--- config.mk ---
export PLATFORM = sky130hd
export DESIGN_NAME = spi_mem_bridge
export DESIGN_NICKNAME = d
export VERILOG_FILES = /design/src/rtl/spi_mem_pkg.sv /design/src/rtl/spi_mem_bridge_ram.sv /design/src/rtl/spi_mem_bridge.sv
export SDC_FILE = /design/constraint.sdc
export NUM_CORES = 2
export LEC_CHECK = 0
export CORE_ASPECT_RATIO = 1.2
export CORE_UTILIZATION = 30
export DETAILED_ROUTE_END_ITERATION = 8
export PLACE_DENSITY = 0.52
export SLEW_MARGIN = 0
export SYNTH_ARGS = -nofsm -noshare
export SYNTH_HDL_FRONTEND = slang
export SYNTH_SLANG_ARGS = --single-unit
export TNS_END_PERCENT = 100
--- constraint.sdc ---
create_clock -name clk -period 12.68 [get_ports clk]
set_input_delay 1.902 -clock clk [delete_from_list [all_inputs] [get_ports clk]]
set_output_delay 1.902 -clock clk [all_outputs]
set_load 0.02 [all_outputs]
--- src/rtl/spi_mem_pkg.sv ---
// Shared encodings for the SPI memory bridge: command codes, FSM states and
// the layout of the status word returned by the STATUS command.
package spi_mem_pkg;

  typedef enum logic [1:0] {
    CMD_WRITE  = 2'b00,
    CMD_READ   = 2'b01,
    CMD_STATUS = 2'b10,
    CMD_RSVD   = 2'b11
  } cmd_e;

  typedef enum logic [2:0] {
    IDLE,
    CMD,
    ADDR,
    WR_DATA,
    RD_WAIT,
    RD_DATA,
    STAT,
    DISCARD
  } state_e;

  // Status word is {err, cnt}: err in the MSB, the word count below it.
  localparam int STAT_CNT_LSB = 0;

  function automatic int stat_err_pos(input int dw);
    return dw - 1;
  endfunction

  function automatic int stat_cnt_width(input int dw);
    return dw - 1;
  endfunction

endpackage

--- src/rtl/spi_mem_bridge_ram.sv ---
// Single-port word memory: synchronous write, registered read (old data on
// a same-address write). Contents are deliberately not reset.
module spi_mem_ram #(
  parameter int DATA_WIDTH = 8,
  parameter int MEM_DEPTH  = 256,
  parameter int ADDR_WIDTH = 8
) (
  input  logic                  clk,
  input  logic                  we,
  input  logic [ADDR_WIDTH-1:0] addr,
  input  logic [DATA_WIDTH-1:0] wdata,
  output logic [DATA_WIDTH-1:0] rdata
);

  logic [DATA_WIDTH-1:0] mem [MEM_DEPTH];

  always_ff @(posedge clk) begin
    if (we) begin
      mem[addr] <= wdata;
    end
    rdata <= mem[addr];
  end

endmodule

--- src/rtl/spi_mem_bridge.sv ---
// SPI slave clocked by the system clock giving burst WRITE/READ access to a
// word memory plus a STATUS readback of the previous burst's outcome.
module spi_mem_bridge
  import spi_mem_pkg::*;
#(
  parameter int DATA_WIDTH = 8,
  parameter int MEM_DEPTH  = 256,
  parameter int ADDR_WIDTH = 8
) (
  input  logic clk,
  input  logic rst,
  input  logic SS_n,
  input  logic MOSI,
  output logic MISO
);

  localparam int CW      = stat_cnt_width(DATA_WIDTH);
  localparam int ERR_POS = stat_err_pos(DATA_WIDTH);
  localparam int MAXW    = (ADDR_WIDTH > DATA_WIDTH) ? ADDR_WIDTH : DATA_WIDTH;
  localparam int BW      = $clog2(MAXW + 1);
  localparam logic [ADDR_WIDTH:0]   DEPTH_EXT = (ADDR_WIDTH+1)'(MEM_DEPTH);
  localparam logic [ADDR_WIDTH-1:0] LAST_ADDR = ADDR_WIDTH'(MEM_DEPTH - 1);

  state_e                state_q, state_d;
  logic [1:0]            cmd_q, cmd_d;
  logic [BW-1:0]         bit_q, bit_d;
  logic [ADDR_WIDTH-1:0] addr_q, addr_d;
  logic [DATA_WIDTH-1:0] rx_q, rx_d;
  logic [DATA_WIDTH-1:0] tx_q, tx_d;
  logic [CW-1:0]         cnt_q, cnt_d;
  logic                  err_q, err_d;
  logic                  xfer_q, xfer_d;
  logic [DATA_WIDTH-1:0] status_q, status_d;
  logic                  miso_q, miso_d;

  logic                  ram_we;
  logic [ADDR_WIDTH-1:0] ram_addr;
  logic [DATA_WIDTH-1:0] ram_wdata;
  logic [DATA_WIDTH-1:0] ram_rdata;

  logic [ADDR_WIDTH-1:0] full_addr;
  logic                  addr_ok;
  logic [ADDR_WIDTH-1:0] addr_inc;
  logic [CW-1:0]         cnt_inc;
  logic [DATA_WIDTH-1:0] stat_word;

  assign full_addr = {addr_q[ADDR_WIDTH-2:0], MOSI};
  assign addr_ok   = ({1'b0, full_addr} < DEPTH_EXT);
  assign addr_inc  = (addr_q == LAST_ADDR) ? '0 : addr_q + 1'b1;
  assign cnt_inc   = (cnt_q == {CW{1'b1}}) ? cnt_q : cnt_q + 1'b1;
  assign ram_wdata = {rx_q[DATA_WIDTH-2:0], MOSI};

  always_comb begin
    stat_word = '0;
    stat_word[ERR_POS] = err_q;
    stat_word[STAT_CNT_LSB +: CW] = cnt_q;
  end

  always_comb begin
    state_d  = state_q;
    cmd_d    = cmd_q;
    bit_d    = bit_q;
    addr_d   = addr_q;
    rx_d     = rx_q;
    tx_d     = tx_q;
    cnt_d    = cnt_q;
    err_d    = err_q;
    xfer_d   = xfer_q;
    status_d = status_q;
    miso_d   = 1'b0;
    ram_we   = 1'b0;
    ram_addr = addr_q;

    if (SS_n) begin
      // End of frame: only bursts publish their outcome; partial words are lost.
      state_d = IDLE;
      if (xfer_q) begin
        status_d = stat_word;
      end
      xfer_d = 1'b0;
      err_d  = 1'b0;
      cnt_d  = '0;
      bit_d  = '0;
    end else begin
      unique case (state_q)
        IDLE: begin
          cmd_d   = {1'b0, MOSI};
          state_d = CMD;
        end
        CMD: begin
          cmd_d = {cmd_q[0], MOSI};
          bit_d = '0;
          case ({cmd_q[0], MOSI})
            CMD_WRITE, CMD_READ: begin
              state_d = ADDR;
              xfer_d  = 1'b1;
            end
            CMD_STATUS: begin
              state_d = STAT;
              tx_d    = status_q;
            end
            default: state_d = DISCARD;
          endcase
        end
        ADDR: begin
          addr_d = full_addr;
          bit_d  = bit_q + 1'b1;
          if (bit_q == BW'(ADDR_WIDTH - 1)) begin
            bit_d = '0;
            if (!addr_ok) begin
              err_d   = 1'b1;
              state_d = DISCARD;
            end else if (cmd_q == CMD_READ) begin
              ram_addr = full_addr;
              state_d  = RD_WAIT;
            end else begin
              state_d = WR_DATA;
            end
          end
        end
        WR_DATA: begin
          rx_d  = ram_wdata;
          bit_d = bit_q + 1'b1;
          if (bit_q == BW'(DATA_WIDTH - 1)) begin
            bit_d  = '0;
            ram_we = 1'b1;
            addr_d = addr_inc;
            cnt_d  = cnt_inc;
          end
        end
        RD_WAIT: begin
          tx_d    = ram_rdata;
          addr_d  = addr_inc;
          bit_d   = '0;
          state_d = RD_DATA;
        end
        RD_DATA: begin
          // ram_addr already points at the next word, so rdata holds the
          // prefetched word by the time the current LSB goes out.
          miso_d = tx_q[DATA_WIDTH-1];
          tx_d   = {tx_q[DATA_WIDTH-2:0], 1'b0};
          bit_d  = bit_q + 1'b1;
          if (bit_q == BW'(DATA_WIDTH - 1)) begin
            bit_d  = '0;
            tx_d   = ram_rdata;
            addr_d = addr_inc;
            cnt_d  = cnt_inc;
          end
        end
        STAT: begin
          if (bit_q < BW'(DATA_WIDTH)) begin
            miso_d = tx_q[DATA_WIDTH-1];
            tx_d   = {tx_q[DATA_WIDTH-2:0], 1'b0};
            bit_d  = bit_q + 1'b1;
          end
        end
        default: ;
      endcase
    end
  end

  always_ff @(posedge clk) begin
    if (rst) begin
      state_q  <= IDLE;
      cmd_q    <= '0;
      bit_q    <= '0;
      addr_q   <= '0;
      rx_q     <= '0;
      tx_q     <= '0;
      cnt_q    <= '0;
      err_q    <= 1'b0;
      xfer_q   <= 1'b0;
      status_q <= '0;
      miso_q   <= 1'b0;
    end else begin
      state_q  <= state_d;
      cmd_q    <= cmd_d;
      bit_q    <= bit_d;
      addr_q   <= addr_d;
      rx_q     <= rx_d;
      tx_q     <= tx_d;
      cnt_q    <= cnt_d;
      err_q    <= err_d;
      xfer_q   <= xfer_d;
      status_q <= status_d;
      miso_q   <= miso_d;
    end
  end

  assign MISO = miso_q;

  spi_mem_ram #(
    .DATA_WIDTH(DATA_WIDTH),
    .MEM_DEPTH (MEM_DEPTH),
    .ADDR_WIDTH(ADDR_WIDTH)
  ) u_ram (
    .clk  (clk),
    .we   (ram_we),
    .addr (ram_addr),
    .wdata(ram_wdata),
    .rdata(ram_rdata)
  );

endmodule

* Word-level counts from Yosys, hierarchy flattened
Memories as Yosys holds them, arrays and structs flattened. A register that Yosys moved wholly into a read port is not among the register bits.
Index checks and enable logic that the tools add are counted.
** Storage, ports and cells
- Memories :: 1
- Word-level logic and storage cells :: 80
- Bits in registers :: 48
- Input port bits :: 4
- Memory bits (writable) :: 2048
- Output and inout port bits :: 1
** Memory list
- u_ram.mem :: words 256, width 8, rd ports 1, clocked after Yosys merged registers in 1, write ports 1, RTL line spi_mem_bridge_ram.sv:15 : logic [DATA_WIDTH-1:0] mem [MEM_DEPTH];
** Cells by class
- $lt $le $gt $ge :: 1
- Muxes and demuxes :: 26
- Equal/unequal tests :: 16
- Add/sub/neg operators :: 3
- Reductions and logical operators :: 21
- Bitwise operators :: 2
** Operators with widths (count)
- $mux W8 :: 9
- $pmux W8 S4 :: 1
- $pmux W8 S3 :: 1
- $pmux W3 S4 :: 1
- $pmux W4 S3 :: 1
- $reduce_and A2 Y1 :: 6
- $eq A3 B3 Y1 const B :: 3
- $add A8 B1 Y8 const B :: 1
- $eq A8 B8 Y1 const B :: 1
- $mux W4 :: 2
- $reduce_bool A4 Y1 :: 2
- $reduce_or A2 Y1 :: 4
- $add A7 B1 Y7 const B :: 1
- $eq A7 B7 Y1 const B :: 1
- $eq A3 B2 Y1 const B :: 2
- $mux W1 :: 6
- $mux W3 :: 2
- $ne A2 B2 Y1 const B :: 3
- $pmux W3 S2 :: 1
- $reduce_and A3 Y1 :: 2
- $reduce_bool A3 Y1 :: 2
- $add A4 B1 Y4 const B :: 1
- $eq A2 B1 Y1 const B :: 2
- $eq A4 B3 Y1 const B :: 1
- 12 further kinds :: 13

* Logic depth before layout (Yosys ltp)
- Depth in word-level cells :: 6
- Depth in mapped cells :: 13
- Gate-level depth less buffers :: 8

* By module
A second synthesis with hierarchy kept.
** Unflattened totals
- Cells, all modules :: 3881
- Area total of the unflattened synthesis :: 81190.4 sq um
** Modules (own cells, without submodules)
- spi_mem_ram :: area an instance 78492.8 sq um, seq. area each 61659.1 sq um, cells each 3547, times used 1
- spi_mem_bridge :: area an instance 2697.6 sq um, seq. area each 960.9 sq um, cells each 334, times used 1

* Worst setup path after synthesis
No wires, ideal clock.
- Path kind :: input to register
- Start :: input port MOSI
- End :: memory u_ram.mem[105][0], enable pin
- Buffers on the path :: 6
- Stages on the path :: 12
- Path slack :: 7779 ps
- Arrival time :: 4531 ps
- Data required time :: 12310 ps
- Library setup time :: 370 ps
- Cell sequence :: buf_2 or4b_1 buf_2 nor3_2 buf_2 buf_2 buf_2 nor2_1 nor2_1 nand2_1 buf_2 nor2_1
** On the way
- Longest elaborated chain between the ends :: 4
** Ends and longest elaborated chain
- from (decl) :: RTL line spi_mem_bridge.sv:13 : input logic MOSI,
- $mux W8 :: RTL line spi_mem_bridge.sv:113 : end else if (cmd_q == CMD_READ) begin
- $mux W8 :: RTL line spi_mem_bridge.sv:108 : if (bit_q == BW'(ADDR_WIDTH - 1)) begin
- $mux W8 :: RTL line spi_mem_bridge.sv:85 : unique case (state_q)
- $mux W8 :: RTL line spi_mem_bridge.sv:74 : if (SS_n) begin
- to (decl) :: RTL line spi_mem_bridge_ram.sv:15
Every way passes these cells.

* Worst setup path after layout
- Start :: input port SS_n
- End :: register u_ram.rdata[2] (read register of u_ram.mem)
** On the way
- Longest elaborated chain between the ends :: 1
** Ends and longest elaborated chain
- from (decl) :: RTL line spi_mem_bridge.sv:12 : input logic SS_n,
- $mux W8 :: RTL line spi_mem_bridge.sv:74
- to (decl) :: RTL line spi_mem_bridge_ram.sv:12 : output logic [DATA_WIDTH-1:0] rdata
Every way passes these cells.
A chain may end at the register's enable or synchronous reset.

==> flow_summary.html <==
<table>
<tr><th>Metric</th><th>Value</th></tr>
<tr><th colspan="2">Run status</th></tr>
<tr><td>Outcome</td><td>finished, violations left</td></tr>
<tr><td>Violated checks</td><td>max-capacitance violations, max-slew violations</td></tr>
<tr><th colspan="2">Critical path</th></tr>
<tr><td>Origin of the worst setup path</td><td>SS_n</td></tr>
<tr><td>Critical path class</td><td>input port to register</td></tr>
<tr><td>Most frequent CP cell</td><td>buf_4</td></tr>
<tr><td>Crit path required time</td><td>13.42 ns</td></tr>
<tr><td>Worst flop-to-flop path endpoint</td><td>u_ram.rdata[7]</td></tr>
<tr><td>Cell Chain, Critical Path</td><td>clkdlybuf4s50_1 &gt; or2_4 &gt; buf_4 &gt; o31ai_4 &gt; buf_12 &gt; buf_4 &gt; a2bb2oi_1 &gt; a31oi_1 &gt; o41ai_1 &gt; a41oi_1 &gt; or4_1</td></tr>
<tr><td>Critical register-to-register path startpoint</td><td>state_q[1]</td></tr>
<tr><td>Type of origin of the critical path</td><td>input port</td></tr>
<tr><td>Largest delay share family, worst path</td><td>compound AO/OA/AOI/OAI gates</td></tr>
<tr><td>Worst r2r path cells</td><td>10</td></tr>
<tr><td>Max stage delay cell, worst path</td><td>o41ai_1</td></tr>
<tr><td>CP Capture Type</td><td>register</td></tr>
<tr><td>CP Data Arrival Time</td><td>8.76 ns</td></tr>
<tr><td>Buffer and inverter count on the worst path</td><td>4</td></tr>
<tr><td>Largest fanout on the critical path</td><td>151</td></tr>
<tr><td>Longest individual stage delay on the worst path</td><td>1.08 ns</td></tr>
<tr><td>Reg2reg setup slack</td><td>5.33 ns</td></tr>
<tr><th colspan="2">Die</th></tr>
<tr><td>Effective utilization at floorplan</td><td>30.2%</td></tr>
<tr><td>Total core area</td><td>314,000 um^2</td></tr>
<tr><td>Die Wd</td><td>515 um</td></tr>
<tr><td>Row count</td><td>225</td></tr>
<tr><td>I/O pin count</td><td>5</td></tr>
<tr><td>Die H</td><td>618 um</td></tr>
<tr><td>DIE AREA</td><td>318,000 um^2</td></tr>
<tr><th colspan="2">Pwr</th></tr>
<tr><td>Total power divided by cell area</td><td>134 nW/um^2</td></tr>
<tr><td>Fraction of power consumed by the clock network</td><td>44.3%</td></tr>
<tr><td>Net switching component of the power</td><td>3.02 mW</td></tr>
<tr><td>LEAKAGE</td><td>30.8 nW</td></tr>
<tr><td>Share of total power in sequential cells</td><td>53.2%</td></tr>
<tr><td>Share of total power in combinational logic</td><td>2.4%</td></tr>
<tr><td>Sum of internal, switching and leakage power</td><td>14.1 mW</td></tr>
<tr><td>Internal power consumption</td><td>11.1 mW</td></tr>
<tr><td>IR Drop Worst-Case VDD</td><td>0.112 mV</td></tr>
<tr><td>Switching share of power</td><td>21.3%</td></tr>
<tr><th colspan="2">GRT</th></tr>
<tr><td>Initial antenna violation count</td><td>9</td></tr>
<tr><td>Maximum number of pins on one net before global-route repair</td><td>183</td></tr>
<tr><td>Vias in the first global route</td><td>64,423</td></tr>
<tr><td>Global-route usage over all layers</td><td>19.6%</td></tr>
<tr><td>Wire length of the first global-routing pass</td><td>467,000 um</td></tr>
<tr><td>Total grt overflow</td><td>0</td></tr>
<tr><th colspan="2">Worst hold path</th></tr>
<tr><td>Class of the worst hold path</td><td>register to register</td></tr>
<tr><td>Number of cells on the worst hold path</td><td>2</td></tr>
<tr><td>End point of the worst hold path</td><td>status_q[3]</td></tr>
<tr><td>Worst min-delay path startpoint</td><td>status_q[3]</td></tr>
<tr><th colspan="2">Yosys</th></tr>
<tr><td>Portion of synthesized cell area occupied by the leading cell type</td><td>64.9%</td></tr>
<tr><td>Share of synthesized flip-flops with an asynchronous set or reset</td><td>0%</td></tr>
<tr><td>Cell type with the largest total area after synthesis</td><td>edfxtp_1</td></tr>
<tr><td>Mapped Cells</td><td>7,094</td></tr>
<tr><td>Top cells by area, synth</td><td>edfxtp_1, mux2_2, a41oi_1</td></tr>
<tr><td>Synth Net Count</td><td>7,101</td></tr>
<tr><td>Average size of a mapped cell</td><td>13.4 um^2</td></tr>
<tr><td>Number of flops mapped to enable cells by yosys</td><td>2,048</td></tr>
<tr><td>Post-synthesis cell type count</td><td>68</td></tr>
<tr><td>Flop and latch count out of synthesis</td><td>2,104</td></tr>
<tr><td>Seq/Total Area, Yosys</td><td>66.1%</td></tr>
<tr><td>Post-synth top flop</td><td>edfxtp_1</td></tr>
<tr><td>Area of the mapped netlist</td><td>94,800 um^2</td></tr>
<tr><td>Warning count from the yosys run</td><td>0</td></tr>
<tr><th colspan="2">Timing</th></tr>
<tr><td>Final slew viol count</td><td>118</td></tr>
<tr><td>Worst Slack Setup Final</td><td>4.66 ns</td></tr>
<tr><td>Total setup violations reported at the end of the flow</td><td>0</td></tr>
<tr><td>Worst max-slew margin expressed relative to the limit</td><td>-19.5%</td></tr>
<tr><td>Min Clock Period, post-route</td><td>8.02 ns</td></tr>
<tr><td>Actual transition at the worst max-transition pin</td><td>1.79 ns</td></tr>
<tr><td>Final Cycle Share</td><td>63.2%</td></tr>
<tr><td>RSZ-0062 raised after global routing</td><td>no</td></tr>
<tr><td>Sum of negative setup slack</td><td>0 ns</td></tr>
<tr><td>Fin Clk Skew</td><td>0.0482 ns</td></tr>
<tr><td>Total count of hold-check failures in the final report</td><td>0</td></tr>
<tr><td>Maximum frequency from static timing analysis</td><td>0.125 GHz</td></tr>
<tr><th colspan="2">Placement</th></tr>
<tr><td>Final estimated routing congestion in global placement</td><td>0.836</td></tr>
<tr><td>Number of buffer cells added on primary ports</td><td>4</td></tr>
<tr><td>Number of instances in the placed design</td><td>10,742</td></tr>
<tr><td>Post-place setup slack</td><td>3.99 ns</td></tr>
<tr><td>Detailed placer's ending HPWL</td><td>178,000 um</td></tr>
<tr><th colspan="2">Routing</th></tr>
<tr><td>Iteration-0 DRC Markers</td><td>7,516</td></tr>
<tr><td>Vias per std cell</td><td>5.91</td></tr>
<tr><td>Count of TritonRoute iterations in the first routing pass</td><td>6</td></tr>
<tr><td>DRC viols</td><td>0</td></tr>
<tr><td>Vias post-DR</td><td>65,812</td></tr>
<tr><td>Routed wire per std cell</td><td>28.9 um</td></tr>
<tr><td>Final routed wirelength across all metal layers</td><td>322,000 um</td></tr>
<tr><td>Detail Route Antenna Nets</td><td>0</td></tr>
<tr><th colspan="2">Clocking</th></tr>
<tr><td>TritonCTS clock tree</td><td>done</td></tr>
<tr><td>Clock insertion delay at the later pin of the skew report</td><td>0.90 ns</td></tr>
<tr><td>Number of gates resized after cts</td><td>0</td></tr>
<tr><td>Inserted Clock Buffers</td><td>222</td></tr>
<tr><td>Cts hold-fix bufs</td><td>0</td></tr>
<tr><td>Max Buffers Root-to-Sink</td><td>4</td></tr>
<tr><td>Clock sink count</td><td>2,104</td></tr>
<tr><td>Buffer cell driving the clock tree root</td><td>clkbuf_16</td></tr>
<tr><td>Post CTS Setup Buffer Count</td><td>0</td></tr>
<tr><td>H-tree depth reported by CTS</td><td>4</td></tr>
<tr><td>Clock slew at the register clock pins of the worst setup and hold paths</td><td>0.06 ns</td></tr>
<tr><th colspan="2">Finish</th></tr>
<tr><td>Total area of multi-input combinational cells</td><td>28,900 um^2</td></tr>
<tr><td>Core occupancy in the finished layout</td><td>33.7%</td></tr>
<tr><td>NumNets Final</td><td>6,774</td></tr>
<tr><td>Sequential cell area in the final layout</td><td>62,700 um^2</td></tr>
<tr><td>Ratio of cells with drive above 1 in the final layout</td><td>12.4%</td></tr>
<tr><td>Layout fillers</td><td>30,461</td></tr>
<tr><td>Final cell count without fillers</td><td>11,141</td></tr>
<tr><td>Area Growth Syn to Fin</td><td>11.5%</td></tr>
<tr><th colspan="2">Flow run</th></tr>
<tr><td>Max-Cap Viols</td><td>1</td></tr>
</table>
[state kept, by name (all words and copies together) (netlist names)]
signal,flops
MISO,1
addr_q,8
bit_q,4
cmd_q,2
cnt_q,7
rx_q,7
state_q,3
status_q,7
tx_q,8
u_ram.mem,2048
u_ram.rdata,8
xfer_q,1
[routing by layer]
metal  global-route usage, %  vias to the layer above  part of all wire [%]
li1                        -                    28154                     -
met2                    32.4                     2941                    48
met3                    2.65                      630                   6.8
met1                    25.6                    34077                    41
met5                       0                        -                 0.021
met4                    8.38                       10                   4.3
[logic make-up (layout without fill, tap and decap cells)]
logic type      count (synthesis)  after routing  synth area share, %
flops                        2104           2104                 66.1
mux                           562            562                 6.31
fa+ha+maj                       3              3               0.0396
simple gates                 1604           1604                 7.94
compound gates               1935           1935                 15.8
buf+inv                       878            722                 3.75
other cells                     0              4                    0
xor+xnor                        8              8               0.0739
[per-stage QoR]
| stage | instance area [um^2] | hold slack (ns) |
|---|---|---|
| 2_1_floorplan | 94800 | 0.420 |
| 3_3_place_gp | 98900 | 0.451 |
| 3_5_place_dp | 98900 | 0.454 |
| 4_1_cts | 106000 | 0.468 |
| 5_1_grt | 106000 | 0.484 |
| 6_report | 106000 | 0.471 |
[area by class of cell]
cell class | count | share of cell area [%]
tap | 4199 | 4.97
multi-input combinational | 4112 | 27.3
sequential | 2104 | 59.3
antenna | 4 | 0.00947
clock inverter | 127 | 0.909
clock buffer | 268 | 5.49
timing repair buffer | 164 | 1.42
inverter | 163 | 0.580
[worst reg2reg max path: cells and delay by family, from the launching register on]
family	cells	cell delay (ns)
AND/OR/NAND/NOR	3	1.64
AO/OA/AOI/OAI	4	2.77
flip-flops	1	0.80
buffers and inverters	3	1.97
[placed cells by master, fill, tap and decap left out, types with 42 or more instances in the layout]
master     count
o41ai_1      127
nor2_1       379
a21oi_1      100
a31oi_1      361
nand3_1      537
mux2_2       282
nor4_1       239
a41oi_1      330
dfxtp_1       48
nand2_1      362
o311a_1      136
buf_4        137
a2bb2oi_1    136
a221oi_1      92
clkbuf_16    225
clkbuf_1      42
mux2i_1      280
a221oi_2      67
clkinv_1      61
a22oi_1      303
edfxtp_1    2048
o21ai_0      236
inv_1        162
[synthesized netlist by cell type (3+ instances only)]
master / n
o41ai_1: 129
nand3_1: 538
a31oi_1: 362
mux2_2: 282
a221oi_1: 92
buf_4: 7
o21ai_0: 236
a22oi_1: 303
and3_1: 4
a21oi_1: 100
a221oi_2: 67
nor2b_1: 4
xnor2_1: 4
xor2_1: 4
edfxtp_1: 2048
a41oi_1: 330
a2bb2oi_1: 136
a32oi_1: 3
mux2i_1: 280
inv_1: 162
clkbuf_1: 527
nor4_1: 239
a2111oi_0: 8
o311a_1: 136
nand3b_1: 3
o22ai_1: 4
buf_1: 52
or4_1: 8
nand2b_1: 21
nor2_1: 379
a211oi_1: 3
nor3_1: 12
ha_1: 3
a22o_1: 6
nand2_1: 378
buf_2: 118
buf_6: 11
o31ai_1: 3
dfxtp_1: 56
[worst max-delay path by stage]
stage / endpoint / cells after the start
floorplan: u_ram.mem[105][0] / 12
global placement: u_ram.rdata[4] / 10
detailed placement: u_ram.rdata[2] / 11
CTS: u_ram.rdata[2] / 11
global route: u_ram.rdata[5] / 11
finish: u_ram.rdata[2] / 11
[power groups by stage]
stage	clock network (mW)	registers (mW)	logic (mW)
after global placement	0	7.68	0.339
after global routing	6.59	7.53	0.363
after detailed placement	0	7.68	0.342
after floorplan	0	7.67	0.231
after CTS	6.35	7.53	0.342
final	6.27	7.53	0.343
(Power assumes the default switching activity.)
